**config.mk**
```make
export PLATFORM = sky130hd
export DESIGN_NAME = eth_tx_sched_flat
export DESIGN_NICKNAME = d
export VERILOG_FILES = /design/src/rtl/eth_tx_sched_if.sv /design/src/rtl/eth_tx_sched.sv /design/src/flat_wrapper.sv
export SDC_FILE = /design/constraint.sdc
export NUM_CORES = 1
export LEC_CHECK = 0
export ABC_AREA = 1
export CAP_MARGIN = 20
export CORE_ASPECT_RATIO = 0.8
export CORE_MARGIN = 2
export CORE_UTILIZATION = 36
export DETAILED_ROUTE_END_ITERATION = 10
export HOLD_SLACK_MARGIN = 0.08
export PLACE_DENSITY_LB_ADDON = 0.15
export SYNTH_ARGS = -nofsm -noshare
export SYNTH_HDL_FRONTEND = slang
export SYNTH_SLANG_ARGS = --single-unit
```
**constraint.sdc**
```tcl
create_clock -name mii_tx_clk -period 1.3 [get_ports mii_tx_clk]
set_input_delay 0.325 -clock mii_tx_clk [delete_from_list [all_inputs] [get_ports mii_tx_clk]]
set_output_delay 0.325 -clock mii_tx_clk [all_outputs]
set_load 0.01 [all_outputs]
```
**src/rtl/eth_tx_sched_if.sv**
```systemverilog
// rtl/eth_tx_sched_if.sv - transmit bus between the scheduler and eth_mac
//
// Signals:
//   tx_go      frame start pulse to the MAC
//   data_len   latched frame length for the MAC
//   len_type   latched length/type field for the MAC
//   des_mac    latched destination MAC address for the MAC
//   fifo_rq    nibble request from the MAC
//   fifo_da    nibble returned to the MAC
//   mac_tx_en  MAC frame-activity indicator (mii_tx_en)
// Modports: master = scheduler side, slave = MAC side.

interface eth_tx_sched_if;
  logic        tx_go;
  logic [10:0] data_len;
  logic [15:0] len_type;
  logic [47:0] des_mac;
  logic        fifo_rq;
  logic [3:0]  fifo_da;
  logic        mac_tx_en;

  modport master (
    output tx_go, data_len, len_type, des_mac, fifo_da,
    input  fifo_rq, mac_tx_en
  );

  modport slave (
    input  tx_go, data_len, len_type, des_mac, fifo_da,
    output fifo_rq, mac_tx_en
  );
endinterface

```
**src/rtl/eth_tx_sched.sv**
```systemverilog
// rtl/eth_tx_sched.sv - round-robin transmit scheduler for two frame sources sharing eth_mac
//
// Ports:
//   mii_tx_clk        transmit clock from the PHY
//   rst_n             asynchronous active-low reset
//   req0/req1         level frame request per source
//   len0/len1         frame length per source
//   type0/type1       length/type field per source
//   dmac0/dmac1       destination MAC per source
//   da0/da1           payload nibble per source
//   grant0/grant1     one-cycle grant pulse to the winning source
//   rd0/rd1           nibble read strobe routed to the owning source
//   busy              high whenever the scheduler is not idle
//   to_err            one-cycle pulse when the MAC never starts the frame
//   frame_cnt         completed frame count, wrapping
//   mac               MAC-side bus (tx_go, parameters, fifo_rq/fifo_da, mac_tx_en)

module eth_tx_sched #(
  parameter int IFG_CYC  = 24,
  parameter int START_TO = 64
) (
  input  logic                  mii_tx_clk,
  input  logic                  rst_n,
  input  logic                  req0,
  input  logic                  req1,
  input  logic [10:0]           len0,
  input  logic [10:0]           len1,
  input  logic [15:0]           type0,
  input  logic [15:0]           type1,
  input  logic [47:0]           dmac0,
  input  logic [47:0]           dmac1,
  input  logic [3:0]            da0,
  input  logic [3:0]            da1,
  output logic                  grant0,
  output logic                  grant1,
  output logic                  rd0,
  output logic                  rd1,
  output logic                  busy,
  output logic                  to_err,
  output logic [15:0]           frame_cnt,
  eth_tx_sched_if.master        mac
);

  localparam int TMR_MAX = (START_TO > IFG_CYC) ? START_TO : IFG_CYC;
  localparam int TMR_W   = $clog2(TMR_MAX) + 1;

  typedef enum logic [2:0] {
    IDLE       = 3'd0,
    GO         = 3'd1,
    WAIT_START = 3'd2,
    SEND       = 3'd3,
    WAIT_END   = 3'd4,
    IFG        = 3'd5
  } state_t;

  state_t           state;
  logic             owner;
  logic             last_owner;
  logic             mac_en_q;
  logic [TMR_W-1:0] tmr;
  logic             winner;
  logic             route;

  // A sole requester wins outright; on a tie the port that did not go last wins.
  always_comb begin
    winner = (req0 && req1) ? ~last_owner : req1;
  end

  always_ff @(posedge mii_tx_clk or negedge rst_n) begin
    if (!rst_n) begin
      state        <= IDLE;
      owner        <= 1'b0;
      last_owner   <= 1'b1;
      mac_en_q     <= 1'b0;
      tmr          <= '0;
      grant0       <= 1'b0;
      grant1       <= 1'b0;
      busy         <= 1'b0;
      to_err       <= 1'b0;
      frame_cnt    <= 16'h0000;
      mac.tx_go    <= 1'b0;
      mac.data_len <= 11'd0;
      mac.len_type <= 16'h0000;
      mac.des_mac  <= 48'h0;
    end else begin
      mac_en_q  <= mac.mac_tx_en;
      mac.tx_go <= 1'b0;
      grant0    <= 1'b0;
      grant1    <= 1'b0;
      to_err    <= 1'b0;

      case (state)
        IDLE: begin
          if (req0 || req1) begin
            // Everything the GO cycle presents is loaded on this edge so the
            // MAC sees tx_go and stable parameters together.
            state        <= GO;
            busy         <= 1'b1;
            mac.tx_go    <= 1'b1;
            grant0       <= ~winner;
            grant1       <= winner;
            owner        <= winner;
            last_owner   <= winner;
            mac.data_len <= winner ? len1  : len0;
            mac.len_type <= winner ? type1 : type0;
            mac.des_mac  <= winner ? dmac1 : dmac0;
          end
        end

        GO: begin
          tmr   <= '0;
          state <= WAIT_START;
        end

        WAIT_START: begin
          tmr <= tmr + TMR_W'(1);
          if (mac.mac_tx_en) begin
            state <= SEND;
          end else if (tmr == TMR_W'(START_TO - 1)) begin
            to_err <= 1'b1;
            busy   <= 1'b0;
            state  <= IDLE;
          end
        end

        SEND: begin
          // End of frame is the falling edge of the MAC's activity flag.
          if (mac_en_q && !mac.mac_tx_en) begin
            frame_cnt <= frame_cnt + 16'd1;
            tmr       <= '0;
            state     <= IFG;
          end
        end

        IFG: begin
          if (tmr == TMR_W'(IFG_CYC - 1)) begin
            busy  <= 1'b0;
            state <= IDLE;
          end else begin
            tmr <= tmr + TMR_W'(1);
          end
        end

        // WAIT_END and the unused encodings recover to IDLE.
        default: begin
          busy  <= 1'b0;
          state <= IDLE;
        end
      endcase
    end
  end

  // Read strobe and nibble path are combinational so the MAC's request is
  // answered in the same cycle; only the owning source sees a strobe.
  always_comb begin
    route       = (state == WAIT_START) || (state == SEND);
    rd0         = route && mac.fifo_rq && !owner;
    rd1         = route && mac.fifo_rq && owner;
    mac.fifo_da = route ? (owner ? da1 : da0) : 4'h0;
  end

endmodule

```
**src/flat_wrapper.sv**
```systemverilog
// flat-port wrapper written by rule: the top's interface ports become plain ports
module eth_tx_sched_flat 
#(
  parameter int IFG_CYC  = 24,
  parameter int START_TO = 64
)
  (mii_tx_clk, rst_n, req0, req1, len0, len1, type0, type1, dmac0, dmac1, da0, da1, grant0, grant1, rd0, rd1, busy, to_err, frame_cnt, mac_tx_go, mac_data_len, mac_len_type, mac_des_mac, mac_fifo_da, mac_fifo_rq, mac_mac_tx_en);
  eth_tx_sched_if mac_i ();
  input  logic mii_tx_clk;
  input  logic rst_n;
  input  logic req0;
  input  logic req1;
  input  logic [10:0] len0;
  input  logic [10:0] len1;
  input  logic [15:0] type0;
  input  logic [15:0] type1;
  input  logic [47:0] dmac0;
  input  logic [47:0] dmac1;
  input  logic [3:0] da0;
  input  logic [3:0] da1;
  output logic grant0;
  output logic grant1;
  output logic rd0;
  output logic rd1;
  output logic busy;
  output logic to_err;
  output logic [15:0] frame_cnt;
  output wire logic [$bits(mac_i.tx_go)-1:0] mac_tx_go;
  output wire logic [$bits(mac_i.data_len)-1:0] mac_data_len;
  output wire logic [$bits(mac_i.len_type)-1:0] mac_len_type;
  output wire logic [$bits(mac_i.des_mac)-1:0] mac_des_mac;
  output wire logic [$bits(mac_i.fifo_da)-1:0] mac_fifo_da;
  input wire logic [$bits(mac_i.fifo_rq)-1:0] mac_fifo_rq;
  input wire logic [$bits(mac_i.mac_tx_en)-1:0] mac_mac_tx_en;
  assign mac_tx_go = mac_i.tx_go;
  assign mac_data_len = mac_i.data_len;
  assign mac_len_type = mac_i.len_type;
  assign mac_des_mac = mac_i.des_mac;
  assign mac_fifo_da = mac_i.fifo_da;
  assign mac_i.fifo_rq = mac_fifo_rq;
  assign mac_i.mac_tx_en = mac_mac_tx_en;
  eth_tx_sched #(.IFG_CYC(IFG_CYC), .START_TO(START_TO)) u_core (.mii_tx_clk(mii_tx_clk), .rst_n(rst_n), .req0(req0), .req1(req1), .len0(len0), .len1(len1), .type0(type0), .type1(type1), .dmac0(dmac0), .dmac1(dmac1), .da0(da0), .da1(da1), .grant0(grant0), .grant1(grant1), .rd0(rd0), .rd1(rd1), .busy(busy), .to_err(to_err), .frame_cnt(frame_cnt), .mac(mac_i));
endmodule
```
After elaboration in Yosys (flattened, before gate mapping)
Index checks and enable logic that the tools add are counted.
{ "op_classes": {"add_sub_neg": 2, "n_eq_ne": 13, "n_mux": 29, "bitwise": 3, "reduce_logical": 17} }
{ "ops": {"columns": ["cell", "count"], "rows": [
  ["48-bit 2-to-1 mux", 1],
  ["7-bit one-hot mux with 4 select lines", 1],
  ["16-bit by 1-bit adder with 16-bit output, second input constant", 1],
  ["16-bit 2-to-1 mux", 1],
  ["3-bit 2-to-1 mux", 5],
  ["3-bit one-hot mux with 5 select lines", 1],
  ["1-bit 2-to-1 mux", 14],
  ["7-bit 2-to-1 mux", 2],
  ["11-bit 2-to-1 mux", 1],
  ["4-bit 2-to-1 mux", 2],
  ["2-bit by 1-bit inequality test with 1-bit output, second input constant", 4],
  ["7-bit by 1-bit adder with 7-bit output, second input constant", 1],
  ["7-bit by 5-bit equality test with 1-bit output, second input constant", 1],
  ["7-bit by 6-bit equality test with 1-bit output, second input constant", 1],
  ["3-bit by 2-bit equality test with 1-bit output, second input constant", 2],
  ["1-bit logical AND", 5],
  ["5-bit AND reduction", 1],
  ["2-bit inequality test, second input constant", 2],
  ["1-bit one-hot mux with 4 select lines", 1],
  ["2-bit AND reduction", 2],
  ["4-bit AND reduction", 1],
  ["4-bit nonzero test", 1],
  ["3-bit by 1-bit equality test with 1-bit output, second input constant", 1],
  ["3-bit equality test, second input constant", 1],
  ["other kinds (7)", 11]
]} }
{ "totals": {"ff_bits": 109, "inputBits": 164} }

Longest topological paths before layout
{ "depth": {"ltp_word": 5, "ltp_mapped": 9} }

Worst setup path before layout
No wires, ideal clock.
{ "synth_timing": {"path_type": "reg-to-reg", "from": "register u_core.frame_cnt[0]", "to": "register u_core.frame_cnt[6]", "setup_ns": 0.117, "arrival_time_ns": 1.269, "required_time_ns": 1.183, "slack_ns": -0.086, "path_stages_with_launch": 9, "path_buffers": 0, "synth_period_minus_slack_ns": 1.386, "path_cell_list": "dfrtp_1 ha_1 inv_1 nor2_1 inv_1 nor3_1 inv_1 nand2_1 nand2_1"} }
{ "synth_between": {"elab_chain_cells": 1} }
{ "synth_rtl": {"columns": ["element", "line", "text"], "rows": [
  ["start, declared", "eth_tx_sched.sv:40", "output logic [15:0] frame_cnt,"],
  ["start signal, assigned", "eth_tx_sched.sv:129", "frame_cnt <= frame_cnt + 16'd1;"],
  ["16-bit by 1-bit adder with 16-bit output", "eth_tx_sched.sv:129", null]
]} }
Every way passes these cells.
A chain may end at the register's enable or synchronous reset.

Final worst setup path
{ "layout_timing": {"from": "register u_core.state[2]", "to": "register u_core.mac.des_mac[7]"} }
{ "layout_between": {"elab_chain_cells": 2} }
{ "layout_rtl": {"columns": ["element", "line", "text"], "rows": [
  ["start, declared", "eth_tx_sched.sv:56", "state_t state;"],
  ["start signal, assigned", "eth_tx_sched.sv:71", "state <= IDLE;"],
  ["start signal, assigned", "eth_tx_sched.sv:97", "state <= GO;"],
  ["start signal, assigned", "eth_tx_sched.sv:112", "state <= WAIT_START;"],
  ["3-bit logical NOT", "eth_tx_sched.sv:92", "case (state)"],
  ["2-bit AND reduction (no source line)", null, null],
  ["end signal, assigned", "eth_tx_sched.sv:106", "mac.des_mac <= winner ? dmac1 : dmac0;"],
  ["end, declared", "eth_tx_sched_if.sv:23", "output tx_go, data_len, len_type, des_mac, fifo_da,"]
]} }
Every way passes these cells.

==> out/qor.csv <==
stage,metric,value,unit
run_status,status,finished with violations,
run_status,failing checks,setup timing,
sta,Final WS setup,-262,ps
routing,vias per inst,4.79,
synth,syn_nets,835,
routing,Detail Route Antenna Nets,0,
synth,synth cell count leaders,"327 x nand2_1, 108 x dfrtp_1, 91 x nand3_1",
cts,H-tree levels,3,
synth,Unique masters post-synth,25,
routing,via count,5841,
hold_path,HP Class,in -> async,
grt,antenna violations before repair,0,
synth,asr flop ratio synth,100,%
worst_setup_path,FF-to-FF setup slack,-260,ps
routing,DRC viols,0,
cts,clk sink count,109,
floorplan,die area,15300,µm²
synth,Syn Inst Count,669,
sta,worst-margin pin slew,280,ps
cts,CTS buffer count,9,
power,LEAKAGE,4.93,nW
routing,first-pass iteration count of the detailed router,5,
final_layout,FILL cells,1189,
worst_setup_path,WP data required,1590,ps
grt,Total GRT Usage,23.6,%
cts,clk buf depth,2,
sta,Final Max Tran Viols,0,
worst_setup_path,CP max FO,15,
worst_setup_path,crit path capture,u_core.mac.des_mac[7]$_DFFE_PN0P_,
worst_setup_path,reg2reg end,u_core.mac.des_mac[7]$_DFFE_PN0P_,
grt,global route total overflow,0,
power,PD cells,1890,nW/µm²
grt,vias in the first global route,5641,
job,Max Cap Viol,0,
final_layout,ant diodes,0,
placement,DP Area,8480,µm²
worst_setup_path,cells on worst reg2reg path,10,
sta,Fin. Hold Viols,0,
synth,Post-synth EDFFs,0,
sta,Tmin final,1560,ps
floorplan,row cnt,39,
final_layout,"Area growth, synth to finish",84.2,%
placement,DP Worst Slack,-627,ps
final_layout,share of cells above drive strength 1,36.3,%
synth,Synth Cell Area,5160,µm²
synth,dominant cell type by area after synthesis,dfrtp_1,
grt,largest net degree at the start of global routing,51,
floorplan,Die Height,111,µm
synth,ys flop type,dfrtp_1,
sta,fmax,0.640,GHz
floorplan,Top Ports,266,
sta,RSZ-0062 raised after global routing,true,
synth,Yosys top cell area share,52.4,%
synth,most common cell in the netlist,nand2_1,
synth,Synth area leaders,"dfrtp_1 52%, nand2_1 24%, nand3_1 8.8%, inv_1 2.8%, nor2_1 2.5%",
worst_setup_path,CP endpoint kind,register,
cts,Worst-Skew Late Latency,350,ps
synth,Synth Area per Inst,7.71,µm²
worst_setup_path,critical path launch point,u_core.state[2]$_DFFE_PN0P_,
synth,"Seq/Total Area, Yosys",52.9,%
cts,clock root buffer,clkbuf_16,
routing,DR iter-0 viols,312,
floorplan,die width,138,µm
worst_setup_path,reg2reg start,u_core.state[2]$_DFFE_PN0P_,
placement,DP HPWL,12500,µm
routing,Routed wire per std cell,15.5,µm
floorplan,effective utilization at floorplan,36.4,%
power,peak supply drop,1.01,mV
grt,first-pass GRT wire length,28000,µm
worst_setup_path,Worst Setup Path Type,reg -> reg,
final_layout,post-route cell area,9500,µm²
worst_setup_path,crit path DAT,1850,ps
floorplan,core area,14200,µm²
sta,hold_ws,381,ps
final_layout,Nets,1197,
sta,final setup fails,109,
cts,"CTS clk-pin slew, worst paths",70,ps
worst_setup_path,CP Launch Type,register,
placement,number of port buffers,265,
power,post-route total power,17.9,mW
sta,period utilization,120,%
placement,routability cong.,0.850,
sta,Slew Limit Headroom,81.3,%
routing,Total Wirelength,19000,µm
cts,CTS tree,yes,
final_layout,Sequential Area,2730,µm²
sta,clock skew,9.34,ps
synth,synthesis warning total,0,
final_layout,Multi-input gate area,2800,µm²
synth,#FFs+latches synth,109,
-- worst min path at each step --
| stage | endpoint | depth (start not counted) |
|---|---|---|
| floorplan | u_core.busy$_DFFE_PN0P_ | 0 |
| global route | u_core.mac.tx_go$_DFF_PN0_ | 2 |
| global placement | u_core.mac.tx_go$_DFF_PN0_ | 1 |
| CTS | u_core.mac.tx_go$_DFF_PN0_ | 2 |
| detailed placement | u_core.mac.tx_go$_DFF_PN0_ | 1 |
| finish | u_core.mac.tx_go$_DFF_PN0_ | 2 |
-- layout make-up --
| class | instances | area share, % |
|---|---|---|
| timing repair buffer | 376 | 34.6 |
| clock buffer | 11 | 2.45 |
| sequential | 109 | 28.8 |
| clock inverter | 5 | 0.619 |
| multi-input combinational | 495 | 29.4 |
| tap | 184 | 2.42 |
| inverter | 40 | 1.73 |
-- state kept, by name (all words and copies together) (netlist names), 3 cells and up --
signal / cells
u_core.mac.des_mac: 48
u_core.frame_cnt: 16
u_core.mac.len_type: 16
u_core.mac.data_len: 11
u_core.tmr: 7
u_core.state: 3
-- critical path, cell delays in order (launching register included) --
cell,delay (ps)
dfrtp_1,410
buf_6,130
nor2_4,120
nand2_4,80
nor2_4,90
inv_2,60
nor2_4,150
buf_6,160
buf_12,150
nand2_1,70
nand3_1,70
-- repair_timing --
action                     4_1_cts  5_1_grt
gates resized for setup        448      168
setup endpoints to repair      201      144
cloned                           3        4
pin swaps                       13       19
hold endpoints to repair        14        0
hold buffers                     1        0
buffers inserted                26       13
-- per-stage QoR --
| step | util, % | TNS [ps] | cells |
|---|---|---|---|
| CTS | 63.7 | -21560 | 1206 |
| detailed placement | 59.9 | -58310 | 1160 |
| global placement | 59.9 | -56950 | 1160 |
| floorplan | - | -1060 | 669 |
| finish | 67.1 | -21310 | 1220 |
| global route | 67.1 | -31130 | 1220 |
-- cell usage in the layout (no fill, tap or decap), types with 12 or more instances in the layout --
master and n:
buf_2 93, buf_4 77, buf_6 19, clkbuf_16 12, clkdlybuf4s50_1 162, dfrtp_1 106
inv_1 30, nand2_1 270, nand2_2 31, nand2_4 26, nand3_1 38, nand3_2 53
nor2_1 23
-- power by group --
part	total, mW	switching, mW	internal [mW]
Sequential	5.60	0.780	4.81
Combinational	9.55	4.95	4.60
Clock	2.79	1.29	1.50
-- metal layers --
layer	vias to the layer above	GRT usage (%)	wire length, µm
met2	236	40.0	9350
met1	2738	27.2	7320
li1	2824	-	-
met3	43	7.77	1680
met4	0	9.93	609
met5	-	0	0
-- logic make-up (layout without fill, tap and decap cells) --
family	after synthesis	in the layout	synth area share, %
AOI/OAI and AO/OA	15	15	1.55
adders and majority gates	2	2	0.485
xor gates and xnor gates	7	7	1.19
buffers and inverters	65	432	6.31
and+or+nand+nor	471	471	37.5
DFF	109	109	52.9
(Power assumes the default switching activity.)
